===== src/rtl/pgm_ddram_rd_bridge.sv =====
`default_nettype none
// ============================================================================
// Module   : pgm_ddram_rd_bridge
// Brief    : Renderer graphics-ROM reads to MiSTer DDRAM Avalon bursts, with an
//            optional one-line burst cache (macro PGM_DDRAM_CACHE_EN).
// Revision : 1.0 - initial release
// ============================================================================
module pgm_ddram_rd_bridge #(
    parameter int BURST = 4,
    parameter int LBW   = 2
) (
    input  logic        clk,
    input  logic        reset,
    input  logic        inval,
    input  logic        vid_rd,
    input  logic [28:0] vid_addr,
    output logic        vid_busy,
    output logic [63:0] vid_dout,
    output logic        vid_dout_ready,
    output logic [28:0] DDRAM_ADDR,
    output logic [7:0]  DDRAM_BURSTCNT,
    output logic        DDRAM_RD,
    input  logic        DDRAM_BUSY,
    input  logic [63:0] DDRAM_DOUT,
    input  logic        DDRAM_DOUT_READY
);

    typedef enum logic [2:0] {
        IDLE = 3'd0,
        HIT  = 3'd1,
        REQ  = 3'd2,
        FILL = 3'd3,
        DONE = 3'd4
    } state_t;

    state_t state;
    state_t state_next;
    logic   hit_now;
    logic   last_beat;

    assign vid_busy = (state != IDLE);
    assign DDRAM_RD = (state == REQ);

    always_ff @(posedge clk) begin
        if (!reset) begin
            state <= IDLE;
        end else begin
            state <= state_next;
        end
    end

    always_comb begin
        state_next = state;
        case (state)
            IDLE:    if (vid_rd) state_next = hit_now ? HIT : REQ;
            HIT:     state_next = DONE;
            REQ:     if (!DDRAM_BUSY) state_next = FILL;
            FILL:    if (DDRAM_DOUT_READY && last_beat) state_next = DONE;
            DONE:    if (!vid_rd) state_next = IDLE;
            default: state_next = IDLE;
        endcase
    end

`ifdef PGM_DDRAM_CACHE_EN
    localparam int IW = (LBW > 0) ? LBW : 1;
    localparam int BW = LBW + 1;

    logic [28:LBW]  tag;
    logic           valid;
    logic           stale;
    logic [63:0]    line [BURST];
    logic [BW-1:0]  beat;
    logic [28:0]    addr_q;
    logic [IW-1:0]  req_idx;
    logic [IW-1:0]  beat_idx;

    assign req_idx   = (LBW > 0) ? addr_q[IW-1:0] : '0;
    assign beat_idx  = (LBW > 0) ? beat[IW-1:0] : '0;
    assign hit_now   = valid && (vid_addr[28:LBW] == tag);
    assign last_beat = (beat == BW'(BURST - 1));

    always_ff @(posedge clk) begin
        if (!reset) begin
            tag            <= '0;
            valid          <= 1'b0;
            stale          <= 1'b0;
            beat           <= '0;
            addr_q         <= '0;
            vid_dout       <= '0;
            vid_dout_ready <= 1'b0;
            DDRAM_ADDR     <= '0;
            DDRAM_BURSTCNT <= '0;
        end else begin
            vid_dout_ready <= 1'b0;
            // An inval while a burst is in flight must not let that burst become valid.
            if (inval && (state == IDLE || state == HIT || state == DONE)) valid <= 1'b0;
            if (inval) stale <= 1'b1;
            case (state)
                IDLE: if (vid_rd) begin
                    addr_q <= vid_addr;
                    stale  <= 1'b0;
                    if (!hit_now) begin
                        DDRAM_ADDR     <= vid_addr & ~29'(BURST - 1);
                        DDRAM_BURSTCNT <= 8'(BURST);
                    end
                end
                HIT: begin
                    vid_dout       <= line[req_idx];
                    vid_dout_ready <= 1'b1;
                end
                REQ: if (!DDRAM_BUSY) beat <= '0;
                FILL: if (DDRAM_DOUT_READY) begin
                    line[beat_idx] <= DDRAM_DOUT;
                    beat           <= beat + BW'(1);
                    if (last_beat) begin
                        tag            <= addr_q[28:LBW];
                        valid          <= !(stale || inval);
                        vid_dout       <= (req_idx == beat_idx) ? DDRAM_DOUT : line[req_idx];
                        vid_dout_ready <= 1'b1;
                    end
                end
                default: ;
            endcase
        end
    end
`else
    logic unused_inval;

    assign hit_now      = 1'b0;
    assign last_beat    = 1'b1;
    assign unused_inval = &{1'b0, inval};

    always_ff @(posedge clk) begin
        if (!reset) begin
            vid_dout       <= '0;
            vid_dout_ready <= 1'b0;
            DDRAM_ADDR     <= '0;
            DDRAM_BURSTCNT <= '0;
        end else begin
            vid_dout_ready <= 1'b0;
            if (state == IDLE && vid_rd) begin
                DDRAM_ADDR     <= vid_addr;
                DDRAM_BURSTCNT <= 8'd1;
            end
            if (state == FILL && DDRAM_DOUT_READY) begin
                vid_dout       <= DDRAM_DOUT;
                vid_dout_ready <= 1'b1;
            end
        end
    end
`endif

endmodule
`default_nettype wire


===== config.mk =====
export PLATFORM = sky130hd
export DESIGN_NAME = pgm_ddram_rd_bridge
export DESIGN_NICKNAME = d
export VERILOG_FILES = /design/src/rtl/pgm_ddram_rd_bridge.sv
export SDC_FILE = /design/constraint.sdc
export NUM_CORES = 1
export LEC_CHECK = 0
export ABC_AREA = 1
export ABC_CLOCK_PERIOD_IN_PS = 2600
export BUFFER_PORTS_ARGS = -buffer_cell sky130_fd_sc_hd__buf_2
export CORE_MARGIN = 2
export CORE_UTILIZATION = 45
export CTS_CLUSTER_DIAMETER = 100
export DETAILED_ROUTE_END_ITERATION = 10
export GPL_TIMING_DRIVEN = 0
export HOLD_SLACK_MARGIN = 0.12
export PLACE_DENSITY = 0.84
export SYNTH_ARGS = -nofsm -noshare
export SYNTH_HDL_FRONTEND = slang
export SYNTH_SLANG_ARGS = --single-unit

===== constraint.sdc =====
create_clock -name clk -period 2.6 [get_ports clk]
set_input_delay 0 -clock clk [delete_from_list [all_inputs] [get_ports clk]]
set_output_delay 0 -clock clk [all_outputs]
set_load 0.01 [all_outputs]

==> results.md <==
- Final Skew: about 13 ps
- Final Hold Viols: 0
- Total Routing Usage GR: 0.261
- Hold Crit Depth: 4
- Share of layout cells above drive strength 1: 0.455
- FF-to-FF path depth: 7
- Initial antenna violation count: 0
- Clock latency on the worst-skew pair: approximately 360 ps
- Chip width: 100 um
- Data arrival, critical path: 1680 ps
- Largest net degree at the start of global routing: 19
- Routed wire length per instance: around 15 um
- Worst-path cell chain: inv_1 > nand2_2 > nor2_4 > nand2_1 > clkbuf_1 > nand2_1 > a21oi_2
- Slew headroom: 0.537
- Power Dens Cells: approximately 490 mW/mm2
- Grt ovf: 0
- Most Frequent Cell on Critical Path: nand2_1
- H-tree depth: 3
- Worst setup EP type: register
- Area grow syn2layout: 54.3%
- Crit-path slowest cell: dfxtp_1
- Core Area: 0.00911 mm2
- Initial Util: 0.459
- Worst-path fanout max: 10
- Die area: 0.0101 mm2
- Post-Syn Area: roughly 0.0042 mm2
- Period minus WS final: ~1400 ps
- Mean post-synth cell area: ~9.2 um2
- CTS Buf Count: 9
- Clock buffer depth: 2
- TritonCTS clock tree: built
- Wirelength, routed: around 13 mm
- CP Class: reg -> reg
- Yosys cell types: 22
- Post-Syn Instances: roughly 460
- Io pins: 203
- Worst vdd ir: approximately 0.43 mV
- Unrepaired setup endpoints after global routing: false
- Fin Setup TNS: 0 ps
- Post-DP HPWL: around 8.0 mm
- Max-cap violations: 0
- Lkg Pwr: between 2 and 3 nW
- Vias in the first global route: about 4,500
- Largest stage delay on the critical path: approximately 390 ps
- Status: completed
- Antenna-violating nets left: 0
- Sequential area share after synthesis: 0.469
- DRC violations left: 0
- Initial drt markers: between 100 and 150
- Vias per inst: slightly below 5
- Period utilization: 0.537
- Seq cells post-synth: 98
- Startpoint types: register
- Clk root buf: clkbuf_8
- CP Data Required Time: around 2900 ps
- Final instance area: 0.00645 mm2
- Final net count: about 860
- # setup viols final: 0
- CTS clk-pin slew, worst paths: 100 ps
- First-pass GRT wire length: around 21 mm
- YS warnings: 0
- Die Ht: between 100 and 150 um
- Worst Hold Class: in -> reg
- Worst slew pin tran: between 600 and 700 ps
- Slew Limit Fails: 0
- TritonRoute pass-1 iters: 4
- PortBufs: 194
- Rows: 35
- Vias: roughly 4,300
- FMAX: between 700 and 800 MHz
- Placement Cell Area: roughly 0.0053 mm2
- GP Congestion: 0.870
- Clk sinks: 98
==> registers in the layout, indices dropped and copies added (netlist names) <==
name	cells
DDRAM_ADDR	29
DDRAM_BURSTCNT	1
state	3
vid_dout	64
vid_dout_ready	1
==> worst max-delay path: cells and delay by family, from the launching register on <==
family,cells,cell delay (ps)
buffers and inverters,2,460
flip-flops,1,390
AND/OR/NAND/NOR,4,340
AO/OA/AOI/OAI,1,130
==> timing repair <==
action                                 in CTS  in global routing
hold buffers                               95                  0
setup buffers                               0                  0
endpoints found under the hold margin      96                  0
resized for setup                           0                  0
==> worst paths after layout <==
kind | startpoint | slack (ps) | end
worst max-delay path | state[2] | 1200 | vid_dout[44]
worst min-delay path | DDRAM_DOUT_READY | 180 | vid_dout[5]
worst max register to register | state[2] | 1200 | vid_dout[44]
worst min register to register | DDRAM_ADDR[28] | 450 | DDRAM_ADDR[28]
==> per-layer routing <==
layer,global-route usage,routed length [um],vias to the layer above
met1,0.293,5230,1984
met5,0,0,-
met4,0.126,490,0
li1,-,-,2108
met2,0.462,6790,197
met3,0.0620,742,46
==> logic make-up (layout without fill, tap and decap cells) <==
kind of cell	after synthesis	in the layout	share of synthesized area
other	1	8	0.000897
DFF	98	98	0.469
buffers and inverters	81	386	0.114
AOI/OAI and AO/OA	126	126	0.197
and+or+nand+nor	150	150	0.219
==> area by class of cell <==
cell class | instances | area [um2]
Antenna cell | 1 | 2.50
Buffer | 44 | 338
Clock buffer | 9 | 124
Clock inverter | 7 | 61.3
Fill cell | 661 | 2660
Inverter | 37 | 139
Multi-Input combinational cell | 283 | 1760
Sequential cell | 98 | 1960
Tap cell | 111 | 139
Timing Repair Buffer | 289 | 1920
==> layout by cell type, fill, tap and decap left out, types with 2 or more instances in the layout <==
cell type and instances:
inv_6 2, inv_2 3, clkbuf_8 9, dfxtp_1 98
dlygate4sd3_1 95, nor2_1 7, nand2_1 72, clkbuf_1 12
conb_1 7, buf_12 5, nand3_1 16, buf_6 6
buf_4 8, o21ai_1 29, a21oi_2 50, buf_2 207
inv_8 2, a21oi_1 45, inv_1 34, nand3_2 51
==> where the power goes <==
group / switching (mW) / internal, mW
clock network: 0.575 / 0.369
registers: 0.0440 / 1.58
logic: 0.331 / 0.294
total: 0.950 / 2.24
==> metrics by stage <==
step	util	std cells	worst slack [ps]	total power [mW]	hold slack [ps]
2_1_floorplan	-	462	1420	1.93	149
3_3_place_gp	0.583	767	1260	2.13	263
3_5_place_dp	0.583	767	1220	2.15	267
4_1_cts	0.708	878	1190	3.18	167
5_1_grt	0.708	878	1050	3.35	195
6_report	0.708	879	1200	3.19	183
==> Yosys cell counts <==
library cell	count	area (um2)
a21oi_2	50	438
buf_6	6	67.6
nand2_2	1	6.26
nand2_1	72	270
nand3_2	51	510
dfxtp_1	98	1960
nor2_1	7	26.3
a31oi_1	1	6.26
conb_1	1	3.75
buf_12	5	100
nor2_4	1	11.3
inv_2	3	11.3
o21ai_1	29	145
clkbuf_1	12	45.0
nor2_2	1	6.26
inv_1	34	128
o211ai_1	1	7.51
nand3_1	16	80.1
a21oi_1	45	225
nor3_1	1	5.00
buf_4	8	60.1
buf_2	13	65.1
Power figures use the tool's default switching activity.
